### config.mk
export PLATFORM = sky130hd
export DESIGN_NAME = seq_chunk_adder_flat
export DESIGN_NICKNAME = d
export VERILOG_FILES = /design/src/rtl/seq_chunk_adder_if.sv /design/src/rtl/seq_chunk_adder.sv /design/src/flat_wrapper.sv
export SDC_FILE = /design/constraint.sdc
export NUM_CORES = 1
export LEC_CHECK = 0
export ABC_CLOCK_PERIOD_IN_PS = 3500
export BUFFER_PORTS_ARGS = -buffer_cell sky130_fd_sc_hd__buf_2
export CAP_MARGIN = 20
export CORE_ASPECT_RATIO = 0.75
export CORE_UTILIZATION = 50
export DETAILED_ROUTE_END_ITERATION = 7
export GPL_ROUTABILITY_DRIVEN = 0
export GPL_TIMING_DRIVEN = 1
export PLACE_DENSITY = 0.73
export RECOVER_POWER = 25
export REMOVE_ABC_BUFFERS = 1
export SLEW_MARGIN = 0
export SYNTH_ARGS = -nofsm -noshare
export SYNTH_HDL_FRONTEND = slang
export SYNTH_SLANG_ARGS = --single-unit
export TNS_END_PERCENT = 100
### constraint.sdc
create_clock -name clk -period 3.5 [get_ports clk]
set_input_delay 1.05 -clock clk [delete_from_list [all_inputs] [get_ports clk]]
set_output_delay 1.05 -clock clk [all_outputs]
set_load 0.01 [all_outputs]
### src/rtl/seq_chunk_adder_if.sv
// seq_chunk_adder_if: operand/result handshake bundle; SEQ_CHUNK_ADDER_SUB_EN adds the sub line
interface seq_chunk_adder_if #(parameter int WIDTH = 8);
  logic             in_valid;
  logic             in_ready;
  logic             carryin;
  logic [WIDTH-1:0] x;
  logic [WIDTH-1:0] y;
  logic             out_valid;
  logic             out_ready;
  logic [WIDTH-1:0] sum;
  logic             carryout;
  logic             overflow;
`ifdef SEQ_CHUNK_ADDER_SUB_EN
  logic             sub;
`endif
  modport master (
`ifdef SEQ_CHUNK_ADDER_SUB_EN
    output sub,
`endif
    output in_valid, carryin, x, y, out_ready,
    input  in_ready, out_valid, sum, carryout, overflow
  );
  modport slave (
`ifdef SEQ_CHUNK_ADDER_SUB_EN
    input  sub,
`endif
    input  in_valid, carryin, x, y, out_ready,
    output in_ready, out_valid, sum, carryout, overflow
  );
endinterface

### src/rtl/seq_chunk_adder.sv
// seq_chunk_adder: WIDTH-bit adder working CHUNK bits per clock with valid/ready in and out; SEQ_CHUNK_ADDER_SUB_EN adds subtract mode
module seq_chunk_adder #(
  parameter int WIDTH = 8,
  parameter int CHUNK = 2
) (
  input  logic             clk,
  input  logic             reset,
  seq_chunk_adder_if.slave bus
);
  localparam int NCHUNK = WIDTH / CHUNK;
  localparam int CW = (NCHUNK > 1) ? $clog2(NCHUNK) : 1;
  localparam logic [CW-1:0] LAST = CW'(NCHUNK - 1);
  typedef enum logic [1:0] {IDLE, ADD, DONE} state_t;
  state_t           state_q;
  logic [WIDTH-1:0] x_q, y_q, r_q, sum_q;
  logic             c_q, co_q, ov_q, in_ready_q, out_valid_q;
  logic [CW-1:0]    cnt_q;
  logic [CHUNK:0]   add_d;
  logic [WIDTH-1:0] r_d, y_in_d;
  logic             c_in_d, msb_c_d;
  // one chunk slice, result shifted in from the MSB end, and operand conditioning at capture
  always_comb begin
    add_d = {1'b0, x_q[CHUNK-1:0]} + {1'b0, y_q[CHUNK-1:0]} + (CHUNK+1)'(c_q);
    r_d = WIDTH'({add_d[CHUNK-1:0], r_q} >> CHUNK);
    msb_c_d = add_d[CHUNK-1] ^ x_q[CHUNK-1] ^ y_q[CHUNK-1];
`ifdef SEQ_CHUNK_ADDER_SUB_EN
    y_in_d = bus.sub ? ~bus.y : bus.y;
    c_in_d = bus.sub | bus.carryin;
`else
    y_in_d = bus.y;
    c_in_d = bus.carryin;
`endif
  end
  // control FSM with datapath registers; result is loaded on the last ADD edge so latency is NCHUNK
  always_ff @(posedge clk) begin
    if (reset) begin
      state_q <= IDLE;
      x_q <= '0;
      y_q <= '0;
      r_q <= '0;
      sum_q <= '0;
      c_q <= 1'b0;
      co_q <= 1'b0;
      ov_q <= 1'b0;
      cnt_q <= '0;
      in_ready_q <= 1'b1;
      out_valid_q <= 1'b0;
    end else begin
      case (state_q)
        IDLE: if (bus.in_valid) begin
          x_q <= bus.x;
          y_q <= y_in_d;
          c_q <= c_in_d;
          cnt_q <= '0;
          in_ready_q <= 1'b0;
          state_q <= ADD;
        end
        ADD: begin
          x_q <= x_q >> CHUNK;
          y_q <= y_q >> CHUNK;
          c_q <= add_d[CHUNK];
          r_q <= r_d;
          cnt_q <= cnt_q + CW'(1);
          if (cnt_q == LAST) begin
            sum_q <= r_d;
            co_q <= add_d[CHUNK];
            ov_q <= msb_c_d ^ add_d[CHUNK];
            out_valid_q <= 1'b1;
            state_q <= DONE;
          end
        end
        DONE: if (bus.out_ready) begin
          out_valid_q <= 1'b0;
          in_ready_q <= 1'b1;
          state_q <= IDLE;
        end
        default: state_q <= IDLE;
      endcase
    end
  end
  assign bus.in_ready = in_ready_q;
  assign bus.out_valid = out_valid_q;
  assign bus.sum = sum_q;
  assign bus.carryout = co_q;
  assign bus.overflow = ov_q;
endmodule

### src/flat_wrapper.sv
// flat-port wrapper written by rule: the top's interface ports become plain ports
module seq_chunk_adder_flat 
#(
  parameter int WIDTH = 8,
  parameter int CHUNK = 2
)
  (clk, reset, bus_in_valid, bus_carryin, bus_x, bus_y, bus_out_ready, bus_in_ready, bus_out_valid, bus_sum, bus_carryout, bus_overflow);
  seq_chunk_adder_if #(.WIDTH(WIDTH)) bus_i ();
  input  logic clk;
  input  logic reset;
  input wire logic [$bits(bus_i.in_valid)-1:0] bus_in_valid;
  input wire logic [$bits(bus_i.carryin)-1:0] bus_carryin;
  input wire logic [$bits(bus_i.x)-1:0] bus_x;
  input wire logic [$bits(bus_i.y)-1:0] bus_y;
  input wire logic [$bits(bus_i.out_ready)-1:0] bus_out_ready;
  output wire logic [$bits(bus_i.in_ready)-1:0] bus_in_ready;
  output wire logic [$bits(bus_i.out_valid)-1:0] bus_out_valid;
  output wire logic [$bits(bus_i.sum)-1:0] bus_sum;
  output wire logic [$bits(bus_i.carryout)-1:0] bus_carryout;
  output wire logic [$bits(bus_i.overflow)-1:0] bus_overflow;
  assign bus_i.in_valid = bus_in_valid;
  assign bus_i.carryin = bus_carryin;
  assign bus_i.x = bus_x;
  assign bus_i.y = bus_y;
  assign bus_i.out_ready = bus_out_ready;
  assign bus_in_ready = bus_i.in_ready;
  assign bus_out_valid = bus_i.out_valid;
  assign bus_sum = bus_i.sum;
  assign bus_carryout = bus_i.carryout;
  assign bus_overflow = bus_i.overflow;
  seq_chunk_adder #(.WIDTH(WIDTH), .CHUNK(CHUNK)) u_core (.clk(clk), .reset(reset), .bus(bus_i));
endmodule
Yosys cells after proc, flatten, opt, wreduce, memory -nomap -nowiden
Index checks and enable logic that the tools add are counted.
{"block": "totals", "reg_bits": 41, "output_inout_bits": 12, "elab_cells": 50}
{"block": "op_classes", "mux": 18, "eq_ne": 6, "addsub": 3, "n_reduce_logical": 9, "bitwise": 3}
{"operator": "$pmux W8 S2", "count": 2}
{"operator": "$mux W8", "count": 2}
{"operator": "$reduce_and A3 Y1", "count": 3}
{"operator": "$mux W2", "count": 4}
{"operator": "$pmux W1 S2", "count": 3}
{"operator": "$pmux W2 S3", "count": 1}
{"operator": "$reduce_bool A2 Y1", "count": 3}
{"operator": "$mux W1", "count": 5}
{"operator": "$eq A2 B2 Y1 const B", "count": 2}
{"operator": "$ne A2 B2 Y1 const B", "count": 2}
{"operator": "$pmux W2 S2", "count": 1}
{"operator": "$reduce_and A2 Y1", "count": 2}
{"operator": "$add A2 B2 Y3", "count": 1}
{"operator": "$add A3 B1 Y3", "count": 1}
{"operator": "$xor A1 B1 Y1", "count": 3}
{"operator": "$add A2 B1 Y2 const B", "count": 1}
{"operator": "$eq A2 B1 Y1 const B", "count": 1}
{"operator": "$logic_not A2 Y1", "count": 1}
{"operator": "$ne A2 B1 Y1 const B", "count": 1}

Longest topological paths before layout
{"block": "depth", "ltp_word": 5, "mapped_depth": 6, "mapped_depth_nobuf": 6}

Least setup slack after synthesis
No wires, ideal clock.
{"block": "synth_timing", "kind": "register -> register", "from": "reg u_core.c_q", "to": "reg u_core.ov_q (netlist: u_core.bus.overflow)", "path_stages_with_launch": 7, "arrival_ps": 1740, "period_less_slack_ps": 1819, "path_buffers": 0, "required_ps": 3421, "setup_slack_ps": 1681, "path_cell_list": "dfxtp_1 inv_1 fa_1 fa_1 xnor2_1 xnor2_1 a211oi_2"}
{"block": "synth_via", "elab_chain_cells": 4}
{"element": "from (decl)", "line": "seq_chunk_adder.sv:16", "rtl": "logic c_q, co_q, ov_q, in_ready_q, out_valid_q;"}
{"element": "from (signal assigned)", "line": "seq_chunk_adder.sv:53", "rtl": "c_q <= c_in_d;"}
{"element": "from (signal assigned)", "line": "seq_chunk_adder.sv:61", "rtl": "c_q <= add_d[CHUNK];"}
{"element": "$add A3 B1 Y3 (*)", "line": "seq_chunk_adder.sv:23", "rtl": "add_d = {1'b0, x_q[CHUNK-1:0]} + {1'b0, y_q[CHUNK-1:0]} + (CHUNK+1)'(c_q);"}
{"element": "$xor A1 B1 Y1 (2 in series)", "line": "seq_chunk_adder.sv:25", "rtl": "msb_c_d = add_d[CHUNK-1] ^ x_q[CHUNK-1] ^ y_q[CHUNK-1];"}
{"element": "$xor A1 B1 Y1 (*)", "line": "seq_chunk_adder.sv:67", "rtl": "ov_q <= msb_c_d ^ add_d[CHUNK];"}
{"element": "to (signal assigned)", "line": "seq_chunk_adder.sv:67"}
{"element": "to (decl)", "line": "seq_chunk_adder.sv:16"}
Every way passes the cells marked *; elsewhere a longest branch is shown, timed or not.
A chain may end at the register's enable or synchronous reset.

Worst setup path after layout
{"block": "layout_timing", "from": "in reset", "to": "reg u_core.in_ready_q (netlist: u_core.bus.in_ready)"}
{"element": "from (decl)", "line": "flat_wrapper.sv:10", "rtl": "input logic reset;"}
{"element": "to (signal assigned)", "line": "seq_chunk_adder.sv:46", "rtl": "in_ready_q <= 1'b1;"}
{"element": "to (signal assigned)", "line": "seq_chunk_adder.sv:55", "rtl": "in_ready_q <= 1'b0;"}
{"element": "to (signal assigned)", "line": "seq_chunk_adder.sv:74", "rtl": "in_ready_q <= 1'b1;"}
{"element": "to (decl)", "line": "seq_chunk_adder.sv:16"}
No word-level cell between the ends.

==> qor.yml <==
timing:
  hold_viol: 0
  finalClockSkew_ns: 0.00543
  worstMarginPinSlew_ns: 1.70
  fin_tns_setup_ns: 0
  final-max-slew-violation-count: 40
  rsz0062_at_grt: "false"
  period_needed_ns: 2.29
  fmax_mhz: 436
  final-setup-viol-count: 0
  post-route-period-util_pct: 65.6
  slew_headroom_pct: -13.3
clocking:
  postCtsHoldBufs: 0
  clkSinkCount: 39
  cts.clk_slew.worst_paths_ns: 0.06
  clkLatencyLatePin_ns: 0.28
  ctsResizeCount: 0
  cts_root_buf: "clkbuf_8"
  numCtsBuffers: 5
  cts_tree: "built"
  clockBufferDepth: 2
  ctsHtreeMaxLevel: 2
  postCtsSetupBuffers: 0
floorplan:
  fp-row-count: 17
  die_h_um: 52.4
  die_w_um: 69.3
  start_util_pct: 55.0
  die-area_um2: 3630
  io_pins: 33
  core_um2: 3080
status:
  violations: "capacitance limit, slew limit"
  status: "finished, violations left"
synthesis:
  synth_xor_area_share_pct: 1.55
  synth-compound-area-share_pct: 18.0
  synth_top_family_by_area: "compound AO/OA/AOI/OAI gates"
  yosysWarnings: 0
  synth.area.top_cells: "dfxtp_1 (46%), mux2i_1 (10%), nor2_1 (7.1%)"
  synth-async-reset-ratio_pct: 0
  synthSimpleGateAreaFrac_pct: 13.7
  synthTopCellsByCount: "dfxtp_1 (39), nor2_1 (32), mux2i_1 (17)"
  synthAdderAreaFrac_pct: 3.10
  yosysSeqAreaShare_pct: 46.0
  synth_mux_area_share_pct: 10.0
  synth_top_area_share_pct: 46.0
  synth_top_cell_by_area: "dfxtp_1"
  ys.flop_type: "dfxtp_1"
  syn_inst: 175
  synth_edf_count: 0
  synth.most_common_cell: "dfxtp_1"
  ys_seq_elements: 39
  avgSynthCellArea_um2: 9.70
  synth.distinct_cells: 27
  netlist_area_um2: 1700
critical_path:
  endpoint_kind: "flip-flop"
  path_max_fanout: 39
  cp_data_required_time_ns: 3.71
  cp_slowest_cell: "clkbuf_1"
  path_depth: 2
  worstPathArrival_ns: 2.51
  path_delay_family: "buffers and inverters"
  worstRegToRegCells: 6
  slowest_delay_ns: 1.20
  critical_path_buf_inv_count: 1
  cp_cell_sequence: "clkbuf_1, o21bai_1"
  start_kind: "input pin"
  worstSetupPathType: "input pin to flip-flop"
grt:
  grt_pass1_wl_um: 5430
  antenna_found_initial: 0
  grt_start_max_net_pins: 40
  grt_overflow: 0
  grt_util_all_layers_pct: 19.4
  grt_pass1_vias: 1267
place:
  portBuffers: 32
  hpwl_um: 2130
  placed_area_um2: 1810
final_layout:
  syn_to_final_growth_pct: 10.8
  design_area_um2: 1880
  finish.net_count: 226
  final_core_util_pct: 61.0
  antenna_cells: 0
  final_layout_size_suffix_gt1_share_pct: 21.2
routing:
  wl_per_cell_um: 12.7
  drtAntennaViolNets: 0
  vias: 1245
  drt_iter0_drc: 56
  drt_first_pass_iters: 4
  routed_wl_um: 3050
  drcViolationCount: 0
  viasPerCell: 5.17
hold_path:
  hold_path_class: "flip-flop to flip-flop"
  hold_depth: 2
power:
  p_leak_nw: 0.764
  comb_power_share_pct: 13.7
  vdd_ir_drop_max_mv: 0.271
  clockPowerShare_pct: 31.8
  p_sw_share_pct: 25.5
  power_density_nw_per_um2: 475
  p_int_mw: 0.666
  p_switching_mw: 0.227
  p_seq_share_pct: 54.4
flow_run:
  maxCapViolations: 1
[metal layers]
| metal | track usage, % | vias up | routed length [um] |
|---|---|---|---|
| li1 | - | 657 | - |
| met1 | 23.2 | 563 | 1540 |
| met5 | 0 | - | 0 |
| met3 | 4.81 | 5 | 106 |
| met4 | 9.18 | 0 | 39 |
| met2 | 33.5 | 20 | 1370 |
[power groups by stage]
stage	Clock (mW)	Combinational (mW)	Sequential, mW
after global routing	0.316	0.137	0.489
after floorplan	0	0.0839	0.496
after detailed placement	0	0.124	0.496
after global placement	0	0.120	0.494
final	0.284	0.122	0.486
after CTS	0.293	0.125	0.486
[flip-flops by register name, summed over array words and instances (netlist names)]
name                  count
u_core.bus.overflow       1
u_core.r_q                6
u_core.bus.sum            8
u_core.c_q                1
u_core.cnt_q              2
u_core.state_q            2
u_core.y_q                8
u_core.bus.out_valid      1
u_core.bus.in_ready       1
u_core.x_q                8
u_core.bus.carryout       1
[tightest hold or removal path, stage by stage (launching register included)]
cell     delay (ns)
dfxtp_1        0.31
nand2_1        0.05
a21oi_1        0.05
[placed cells by master, fill, tap and decap left out]
cell type and n:
a211oi_1 16, dfxtp_1 39, a32oi_1 1, mux2i_1 17, buf_4 1, nand2b_1 3
o21bai_1 2, clkbuf_8 5, fa_1 2, a221oi_1 1, clkbuf_1 3, a22oi_1 4
a21oi_1 10, nand3b_1 1, a211oi_2 3, buf_2 31, xnor2_1 3, o21ba_4 1
ha_1 1, nor3b_2 1, a2bb2oi_1 1, clkinv_2 1, nand2_1 14, nor2b_1 2
inv_1 6, nor2_1 32, and3b_1 1, o21ai_0 1
[area by class of cell]
type,instances,area (um2)
fillers,265,1200
clock buffers,7,76.3
inverters,6,22.5
repair buffers,33,166
multi-input cells,117,782
well taps,38,47.5
flip-flops and latches,39,781
clock inverters,1,5.00
[logic make-up (layout without fill, tap and decap cells)]
family | count (synthesis) | count (layout)
AO/OA/AOI/OAI | 40 | 40
XOR/XNOR | 3 | 3
adder cells (fa/ha/maj) | 3 | 3
buffers and inverters | 19 | 47
flip-flops | 39 | 39
multiplexers | 17 | 17
AND/OR/NAND/NOR | 54 | 54
[per-stage QoR]
stage	setup slack, ns	hold slack [ns]	std cells	power (mW)
4_1_cts	1.55	0.459	241	0.903
3_3_place_gp	1.57	0.438	233	0.614
2_1_floorplan	1.62	0.425	162	0.580
6_report	1.21	0.454	241	0.893
3_5_place_dp	1.57	0.447	233	0.619
5_1_grt	0.988	0.480	241	0.943
[final timing paths]
kind	endpoint	startpoint	slack, ns
worst max-delay path	u_core.bus.in_ready$_SDFFE_PP1P_	reset	1.21
worst min-delay path	u_core.bus.sum[1]$_SDFFE_PP0P_	u_core.r_q[3]$_SDFFE_PP0P_	0.45
worst max register to register	u_core.bus.overflow$_SDFFE_PP0P_	u_core.c_q$_SDFFE_PP0P_	1.51
worst min register to register	u_core.bus.sum[1]$_SDFFE_PP0P_	u_core.r_q[3]$_SDFFE_PP0P_	0.45
(Power assumes the default switching activity.)
